[src/rtl/blink_pattern_decoder.sv]
// Receive side of the on/off beacon: debounces KEY, measures mark/space lengths
// in beacon units, decodes marks into dots/dashes and emits one word per character.
module blink_pattern_decoder #(
  parameter int unsigned UNIT_CYCLES     = 2097152,
  parameter int unsigned DEBOUNCE_CYCLES = 16000,
  parameter int unsigned DASH_MIN        = 2,
  parameter int unsigned CHAR_GAP        = 3,
  parameter int unsigned MAX_ELEM        = 6
) (
  input  logic                CLK,
  input  logic                RST,
  input  logic                KEY,
  output logic                KEY_LEVEL,
  output logic                CHAR_VALID,
  output logic [MAX_ELEM-1:0] CHAR_BITS,
  output logic [2:0]          CHAR_LEN,
  output logic                CHAR_ERR
);

  localparam int unsigned PHASE_W = $clog2(UNIT_CYCLES);
  localparam int unsigned DB_W    = $clog2(DEBOUNCE_CYCLES + 1);
  localparam int unsigned UNIT_W  = 4;
  localparam int unsigned LEN_W   = UNIT_W + 1;
  localparam int unsigned ELEM_W  = 3;

  localparam logic [PHASE_W-1:0] PHASE_LAST = PHASE_W'(UNIT_CYCLES - 1);
  localparam logic [PHASE_W-1:0] PHASE_HALF = PHASE_W'(UNIT_CYCLES / 2);
  localparam logic [DB_W-1:0]    DB_LAST    = DB_W'(DEBOUNCE_CYCLES - 1);
  localparam logic [LEN_W-1:0]   DASH_LEN   = LEN_W'(DASH_MIN);
  localparam logic [LEN_W-1:0]   GAP_LEN    = LEN_W'(CHAR_GAP);
  localparam logic [ELEM_W-1:0]  ELEM_MAX   = ELEM_W'(MAX_ELEM);

  typedef enum logic [1:0] {
    S_IDLE,
    S_MARK,
    S_SPACE
  } state_t;

  logic                key_s1;
  logic                key_s2;
  logic [DB_W-1:0]     db_cnt;
  logic                key_toggle_c;
  logic                rise_c;
  logic                fall_c;
  logic [PHASE_W-1:0]  phase;
  logic [PHASE_W-1:0]  phase_nxt;
  logic [UNIT_W-1:0]   units;
  logic [UNIT_W-1:0]   units_nxt;
  logic [LEN_W-1:0]    len_r_c;
  logic                dash_c;
  logic                gap_c;
  state_t              state;
  logic [MAX_ELEM-1:0] elem_bits;
  logic [ELEM_W-1:0]   elem_cnt;
  logic                elem_err;
  logic                emit_q;

  // Two-flop synchronizer for the raw switch line
  always_ff @(posedge CLK or posedge RST) begin
    if (RST) begin
      key_s1 <= 1'b0;
      key_s2 <= 1'b0;
    end else begin
      key_s1 <= KEY;
      key_s2 <= key_s1;
    end
  end

  assign key_toggle_c = (key_s2 != KEY_LEVEL) && (db_cnt == DB_LAST);
  assign rise_c       = key_toggle_c && key_s2;
  assign fall_c       = key_toggle_c && !key_s2;

  // Debouncer: any sample agreeing with KEY_LEVEL restarts the count
  always_ff @(posedge CLK or posedge RST) begin
    if (RST) begin
      db_cnt    <= '0;
      KEY_LEVEL <= 1'b0;
    end else if (key_s2 == KEY_LEVEL) begin
      db_cnt <= '0;
    end else if (db_cnt == DB_LAST) begin
      db_cnt    <= '0;
      KEY_LEVEL <= key_s2;
    end else begin
      db_cnt <= db_cnt + 1'b1;
    end
  end

  // Elapsed length counts the current cycle, so R is formed from the advanced counters
  always_comb begin
    phase_nxt = phase + 1'b1;
    units_nxt = units;
    if (phase == PHASE_LAST) begin
      phase_nxt = '0;
      if (units != '1) begin
        units_nxt = units + 1'b1;
      end
    end
    len_r_c = {1'b0, units_nxt} + LEN_W'(phase_nxt >= PHASE_HALF);
  end

  assign dash_c = (len_r_c >= DASH_LEN);
  assign gap_c  = (len_r_c >= GAP_LEN);

  always_ff @(posedge CLK or posedge RST) begin
    if (RST) begin
      phase <= '0;
      units <= '0;
    end else if (key_toggle_c) begin
      phase <= '0;
      units <= '0;
    end else begin
      phase <= phase_nxt;
      units <= units_nxt;
    end
  end

  // Element collection and character emit; the strobe follows the SPACE->IDLE step
  always_ff @(posedge CLK or posedge RST) begin
    if (RST) begin
      state      <= S_IDLE;
      elem_bits  <= '0;
      elem_cnt   <= '0;
      elem_err   <= 1'b0;
      emit_q     <= 1'b0;
      CHAR_VALID <= 1'b0;
      CHAR_BITS  <= '0;
      CHAR_LEN   <= '0;
      CHAR_ERR   <= 1'b0;
    end else begin
      CHAR_VALID <= 1'b0;
      emit_q     <= 1'b0;
      if (emit_q) begin
        CHAR_VALID <= 1'b1;
        CHAR_BITS  <= elem_bits;
        CHAR_LEN   <= elem_cnt;
        CHAR_ERR   <= elem_err;
        elem_bits  <= '0;
        elem_cnt   <= '0;
        elem_err   <= 1'b0;
      end
      case (state)
        S_IDLE: begin
          if (rise_c) begin
            state <= S_MARK;
          end
        end
        S_MARK: begin
          if (fall_c) begin
            state <= S_SPACE;
            if (elem_cnt < ELEM_MAX) begin
              elem_bits[elem_cnt] <= dash_c;
              elem_cnt            <= elem_cnt + 1'b1;
            end else begin
              elem_err <= 1'b1;
            end
          end
        end
        S_SPACE: begin
          // A rise coinciding with the gap threshold keeps the character open
          if (rise_c) begin
            state <= S_MARK;
          end else if (gap_c) begin
            state  <= S_IDLE;
            emit_q <= 1'b1;
          end
        end
        default: state <= S_IDLE;
      endcase
    end
  end

endmodule

[config.mk]
export PLATFORM = sky130hd
export DESIGN_NAME = blink_pattern_decoder
export DESIGN_NICKNAME = d
export VERILOG_FILES = /design/src/rtl/blink_pattern_decoder.sv
export SDC_FILE = /design/constraint.sdc
export NUM_CORES = 1
export LEC_CHECK = 0
export BUFFER_PORTS_ARGS = -buffer_cell sky130_fd_sc_hd__buf_2
export CORE_MARGIN = 3
export CORE_UTILIZATION = 50
export CTS_BUF_LIST = sky130_fd_sc_hd__clkbuf_4 sky130_fd_sc_hd__clkbuf_8
export CTS_CLUSTER_DIAMETER = 30
export DETAILED_ROUTE_END_ITERATION = 7
export PLACE_DENSITY = 0.7
export SYNTH_ARGS = -nofsm -noshare
export SYNTH_HDL_FRONTEND = slang
export SYNTH_SLANG_ARGS = --single-unit
[constraint.sdc]
create_clock -name CLK -period 3.25 [get_ports CLK]
set_clock_uncertainty 0.1 [all_clocks]
set_input_delay 0.4875 -clock CLK [delete_from_list [all_inputs] [get_ports CLK]]
set_output_delay 0.4875 -clock CLK [all_outputs]
set_load 0.05 [all_outputs]
==> results of run 1 <==
-- routing by layer --
| layer | global-route usage [%] | routed length, µm |
|---|---|---|
| met5 | 0 | 0 |
| met3 | 5.53 | 189 |
| met4 | 5.18 | 65 |
| met2 | 27.2 | 2700 |
| met1 | 24.0 | 2810 |
-- worst paths after layout --
check / startpoint / endpoint / slack [ps] / depth (start not counted)
max: phase[1] / state[1] / 130 / 11
min: KEY / key_s1 / 150 / 1
max reg2reg: phase[1] / state[1] / 130 / 11
min reg2reg: key_s1 / key_s2 / 250 / 0
max in group asynchronous: RST / CHAR_BITS[0] / 1930 / 4
min in group asynchronous: RST / db_cnt[5] / 480 / 3
-- cell type report --
class,count,area [µm²]
Tap cell,75,93.8
Inverter,8,30.0
Clock buffer,11,151
Clock inverter,5,100
Timing Repair Buffer,32,208
Multi-Input combinational cell,216,1460
Sequential cell,66,1650
Fill cell,458,2300
-- placed cells by master (no fill, tap or decap), drive strengths merged, types with 6 or more instances in the layout --
| cell type | count |
|---|---|
| a21oi | 6 |
| and3 | 9 |
| and4 | 6 |
| buf | 31 |
| clkbuf | 11 |
| dfrtp | 66 |
| ha | 6 |
| inv | 8 |
| mux2 | 12 |
| nand2 | 22 |
| nand3 | 17 |
| nand4 | 7 |
| nor2 | 47 |
| nor3 | 6 |
| xnor2 | 18 |
| xor2 | 15 |
-- worst register-to-register path, delay by kind of cell, from the launching register on --
kind | cells | cell delay, ps
AO/OA/AOI/OAI | 1 | 200
XOR/XNOR | 1 | 200
adder cells (fa/ha/maj) | 3 | 560
buffers and inverters | 1 | 160
flip-flops | 1 | 400
AND/OR/NAND/NOR | 5 | 1390
-- flip-flops by register name, indices dropped and copies added (netlist names), 2 cells and up --
name / flops
units: 4
db_cnt: 14
state: 2
CHAR_BITS: 6
elem_bits: 6
phase: 21
elem_cnt: 3
CHAR_LEN: 3
-- power groups by stage --
stage / Sequential [µW] / Combinational (µW) / Clock (µW)
after floorplan: 844 / 19.2 / 0
after global placement: 845 / 28.1 / 0
after detailed placement: 845 / 29.0 / 0
after CTS: 829 / 29.6 / 872
after global routing: 830 / 32.6 / 906
final: 830 / 27.7 / 856
-- logic make-up after synthesis --
logic type	count (synthesis)	synth area share [%]
muxes	13	4.62
and+or+nand+nor	136	22.6
xor gates and xnor gates	33	9.21
AOI/OAI and AO/OA	28	6.18
DFF	66	52.6
buffers and inverters	17	2.39
adders and majority gates	6	2.39
-- per-stage QoR --
stage          setup TNS (ps)  power, µW  cells
6_report                    0       1710    413
5_1_grt                     0       1770    413
4_1_cts                     0       1730    409
3_5_place_dp            -51.2        874    392
3_3_place_gp                0        873    392
2_1_floorplan               0        863    299
-- timing repair --
action,in CTS,in global routing
endpoints found under the setup margin,4,6
resized for setup,1,8
endpoints found under the hold margin,7,0
buffers inserted,0,4
hold buffers,1,0
cloned,0,0
pin swaps,0,4
==> results.ini, run 1 <==
[status]
status = complete, no violations

[setup_path]
cp.arrival_ps = 3250
path_buf_inv = 1
slowest_stage = or4_4
start_kind = flip-flop
path_delay_family = simple AND/OR/NAND/NOR gates
crit_type = flip-flop to flip-flop
path_cells = ha_4 -> nand3_2 -> nor4_4 -> nand4_1 -> xnor2_2 -> ha_2 -> ha_4 -> and2_1 -> or4_4 -> buf_4 -> a41o_1
crit_path_frequent_cell = ha_4
max_stage_delay_ps = 550
required_ps = 3380
end_kind = flip-flop
cp_max_fo = 6

[floorplan]
die_area_um2 = 7270
ios = 15
row_count = 28
die-width_um = 85.2
die_h_um = 85.2
core_um2 = 5990
initial_core_util_pct = 52.4

[yosys]
yosysWarnings = 0
synth_top_cell_by_area = dfrtp_1
synthArstFlopShare_pct = 100
synth_top_cell_area_share_pct = 52.6
ys_seq_area_share_pct = 52.6
synth-edff-count = 0
ys_types = 45
dominantRegCellSynth = dfrtp_1
syn_nets = 308
synth.area.top_cells = dfrtp_1 53%, nor2_1 5.6%, xnor2_1 5.0%
yosysMostFrequentCell = dfrtp_1
postSynthAreaPerCell_um2 = 10.5
syn_inst = 299
synth-seq-cells = 66
ys_top_cells_by_count = 66 x dfrtp_1, 47 x nor2_1, 22 x nand2_1, 18 x xnor2_1
syn_area_um2 = 3140

[layout]
final_area_um2 = 3690
areaGrowthSynthToFinish_pct = 17.7
utilization_pct = 61.7
diodes = 0
nets = 342
drive_above_1_share_pct = 21.0

[clock_network]
cts.sinks = 66
h-tree-depth = 3
root_buffer = clkbuf_8
worstSkewPairLatency_ps = 340
clockBufferDepth = 2
clk_pin_slew_ps = 70
cts_tree = done
cts-buffers-inserted = 9

[placed_design]
post_dp_cell_area_um2 = 3360
gp_congestion = 0.882
io_buffers = 14
hpwl_mm = 3.96
place_ws_ps = -36.3

[global_routing]
grt_util_all_layers_pct = 17.6
grt_max_degree = 33
grt_pass1_wl_mm = 10.2
grt-ovfl-total = 0
antenna_found_initial = 0
grt_pass1_vias = 2205

[sta]
setup_viol_count_final = 0
fmax_ghz = 0.320
hold-worst-slack_ps = 154
max_slew_margin_pct = 60.5
hold_viol = 0
rsz0062_at_grt = no
setup_slack_ps = 128
period_share_pct = 96.1
period_needed_ps = 3120
slew_viol_final = 0
worst_pin_slew_ps = 587

[pwr]
switching_share_pct = 19.4
p_clk_share_pct = 50.0
ir_drop_v = 0.000400
p_comb_share_pct = 1.6
powerDensity_nw_per_um2 = 464
seqPwrFrac_pct = 48.4
p_leak_uw = 0.00178
intPower_uw = 1380
switchingPower_uw = 333

[detailed_routing]
first_pass_iters = 4
drc_errors = 0
drt_first_iter_violations = 98
dr_total_vias = 2231
drt-total-wl_mm = 5.76
wl_per_cell_um = 14.0
avgViaCountPerCell = 5.40
antenna_left = 0

[worst_hold_path]
hp-class = primary input to flip-flop

[flow_run]
cap_viol_max_count = 0

Power figures use the tool's default switching activity.
==> run 2, diff against run 1 <==
- PLACE_DENSITY: 0.7 -> 0.67
- clock period: 3.25 -> 3.6 ns (I/O delays scaled with it)
==> results.ini, run 2 (synthesis results as in run 1) <==
[status]
status = complete, no violations

[detailed_routing]
avgViaCountPerCell = 5.50  ; +1.8%
drt_first_iter_violations = 111  ; +13%
wl_per_cell_um = 14.0  ; +0.35%
first_pass_iters = 4  ; unchanged
drt-total-wl_mm = 5.55  ; -3.8%
dr_total_vias = 2177  ; -2.4%
antenna_left = 0  ; unchanged
drc_errors = 0  ; unchanged

[clock_network]
postCtsResizedCells = 0  ; -1
worstSkewPairLatency_ps = 340  ; about the same
clk_pin_slew_ps = 60  ; about the same
cts.sinks = 66  ; unchanged
cts-buffers-inserted = 9  ; unchanged
post-cts-setup-buffers = 0  ; unchanged
h-tree-depth = 3  ; unchanged
cts_tree = done
root_buffer = clkbuf_8
clockBufferDepth = 2  ; unchanged
holdBufCountCts = 0  ; -1

[setup_path]
start_kind = flip-flop
required_ps = 3760  ; +380 ps
cp.arrival_ps = 3530  ; +280 ps
r2r.worst_path.cells = 11  ; unchanged
end_kind = flip-flop
reg2reg_slack_ps = 230  ; +100 ps
cp_max_fo = 8  ; +2
crit_type = flip-flop to flip-flop

[worst_hold_path]
hp-class = primary input to async pin

[floorplan]
die_h_um = 85.2  ; unchanged
core_um2 = 5990  ; unchanged
die_area_um2 = 7270  ; unchanged
row_count = 28  ; unchanged
ios = 15  ; unchanged
die-width_um = 85.2  ; unchanged
initial_core_util_pct = 52.4  ; unchanged

[layout]
nets = 329  ; -3.8%
drive_above_1_share_pct = 15.0  ; -6.1 points
utilization_pct = 57.8  ; -3.9 points
regMostFlops = phase
final_area_um2 = 3460  ; -6.3%
diodes = 0  ; unchanged
final_common_cell = dfrtp_1
mostFrequentLayoutCells = 66 x dfrtp_1, 47 x nor2_1, 22 x nand2_1
areaGrowthSynthToFinish_pct = 10.2
top_regs = phase: 21 flops, db_cnt: 14 flops
largest_register_ffs = 21  ; unchanged

[global_routing]
grt-ovfl-total = 0  ; unchanged
antenna_found_initial = 0  ; unchanged
grt_pass1_vias = 2155  ; -2.3%
grt_pass1_wl_mm = 9.84  ; -4.0%
grt_max_degree = 44  ; +33%
grt_util_all_layers_pct = 17.1  ; -0.52 points

[pwr]
p_leak_uw = 0.00167  ; -6.2%
powerDensity_nw_per_um2 = 379  ; -18%
ir_drop_v = 0.000260  ; -35%

[sta]
hold_viol = 0  ; unchanged
worst_pin_slew_ps = 683  ; +96.0 ps
setup_viol_count_final = 0  ; unchanged
fmax_ghz = 0.297  ; -7.3%
slew_viol_final = 0  ; unchanged
rsz0062_at_grt = no
setup_slack_ps = 232  ; +104 ps
max_slew_margin_pct = 54.3  ; -6.2 points
period_needed_ps = 3370  ; +246 ps
period_share_pct = 93.6  ; -2.5 points

[placed_design]
post_dp_cell_area_um2 = 3280  ; -2.2%
gp_congestion = 0.819  ; -7.1%
place_ws_ps = -5.07  ; +31.2 ps
hpwl_mm = 3.77  ; -4.6%
io_buffers = 14  ; unchanged

[flow_run]
cap_viol_max_count = 0  ; unchanged

## run 2: critical path: stages (launching register included)
cell and delay [ps]:
dfrtp_1 410, nand4_1 230, nor4_4 300, buf_4 190, nand3_1 140, xnor2_1 180, ha_1 220, ha_1 260
and4_1 200, or4_1 650, and4b_1 260, a21oi_1 150
## run 2: stage by stage
step,total power [µW],TNS [ps],std cells,hold slack (ps)
after floorplan,780,0,299,231
after global placement,788,0,382,234
after detailed placement,788,-5.07,382,235
after CTS,1330,0,394,133
after global routing,1360,0,396,148
final,1310,0,396,122
## run 2: layer usage
| layer | vias up | part of all wire, % | wire, µm | global-route usage [%] |
|---|---|---|---|---|
| met2 | 35 | 44 | 2450 | 24.4 |
| met3 | 7 | 4.3 | 240 | 6.31 |
| met1 | 1053 | 51 | 2810 | 24.5 |
| met4 | 0 | 0.79 | 44 | 4.89 |
| met5 | - | 0 | 0 | 0 |
| li1 | 1082 | - | - | - |
## run 2: worst paths after layout
check                           startpoint           end
worst max-delay path             phase[10]  elem_bits[4]
max in group asynchronous              RST  elem_bits[1]
worst max register to register   phase[10]  elem_bits[4]
worst min-delay path                   RST      phase[9]
min in group CLK                       KEY        key_s1
worst min register to register      key_s1        key_s2
## run 2: area by class of cell
type / count / area [µm²]
multi-input cells: 216 / 1410
fillers: 511 / 2530
flip-flops and latches: 66 / 1650
repair buffers: 19 / 108
inverters: 8 / 30.0
clock buffers: 12 / 165
well taps: 75 / 93.8
## run 2: power breakdown
| part | switching [µW] | total [µW] | internal [µW] |
|---|---|---|---|
| Sequential | 4.06 | 750 | 746 |
| Clock | 247 | 537 | 291 |
| Combinational | 18.6 | 23.3 | 4.68 |
| Total | 269 | 1310 | 1040 |
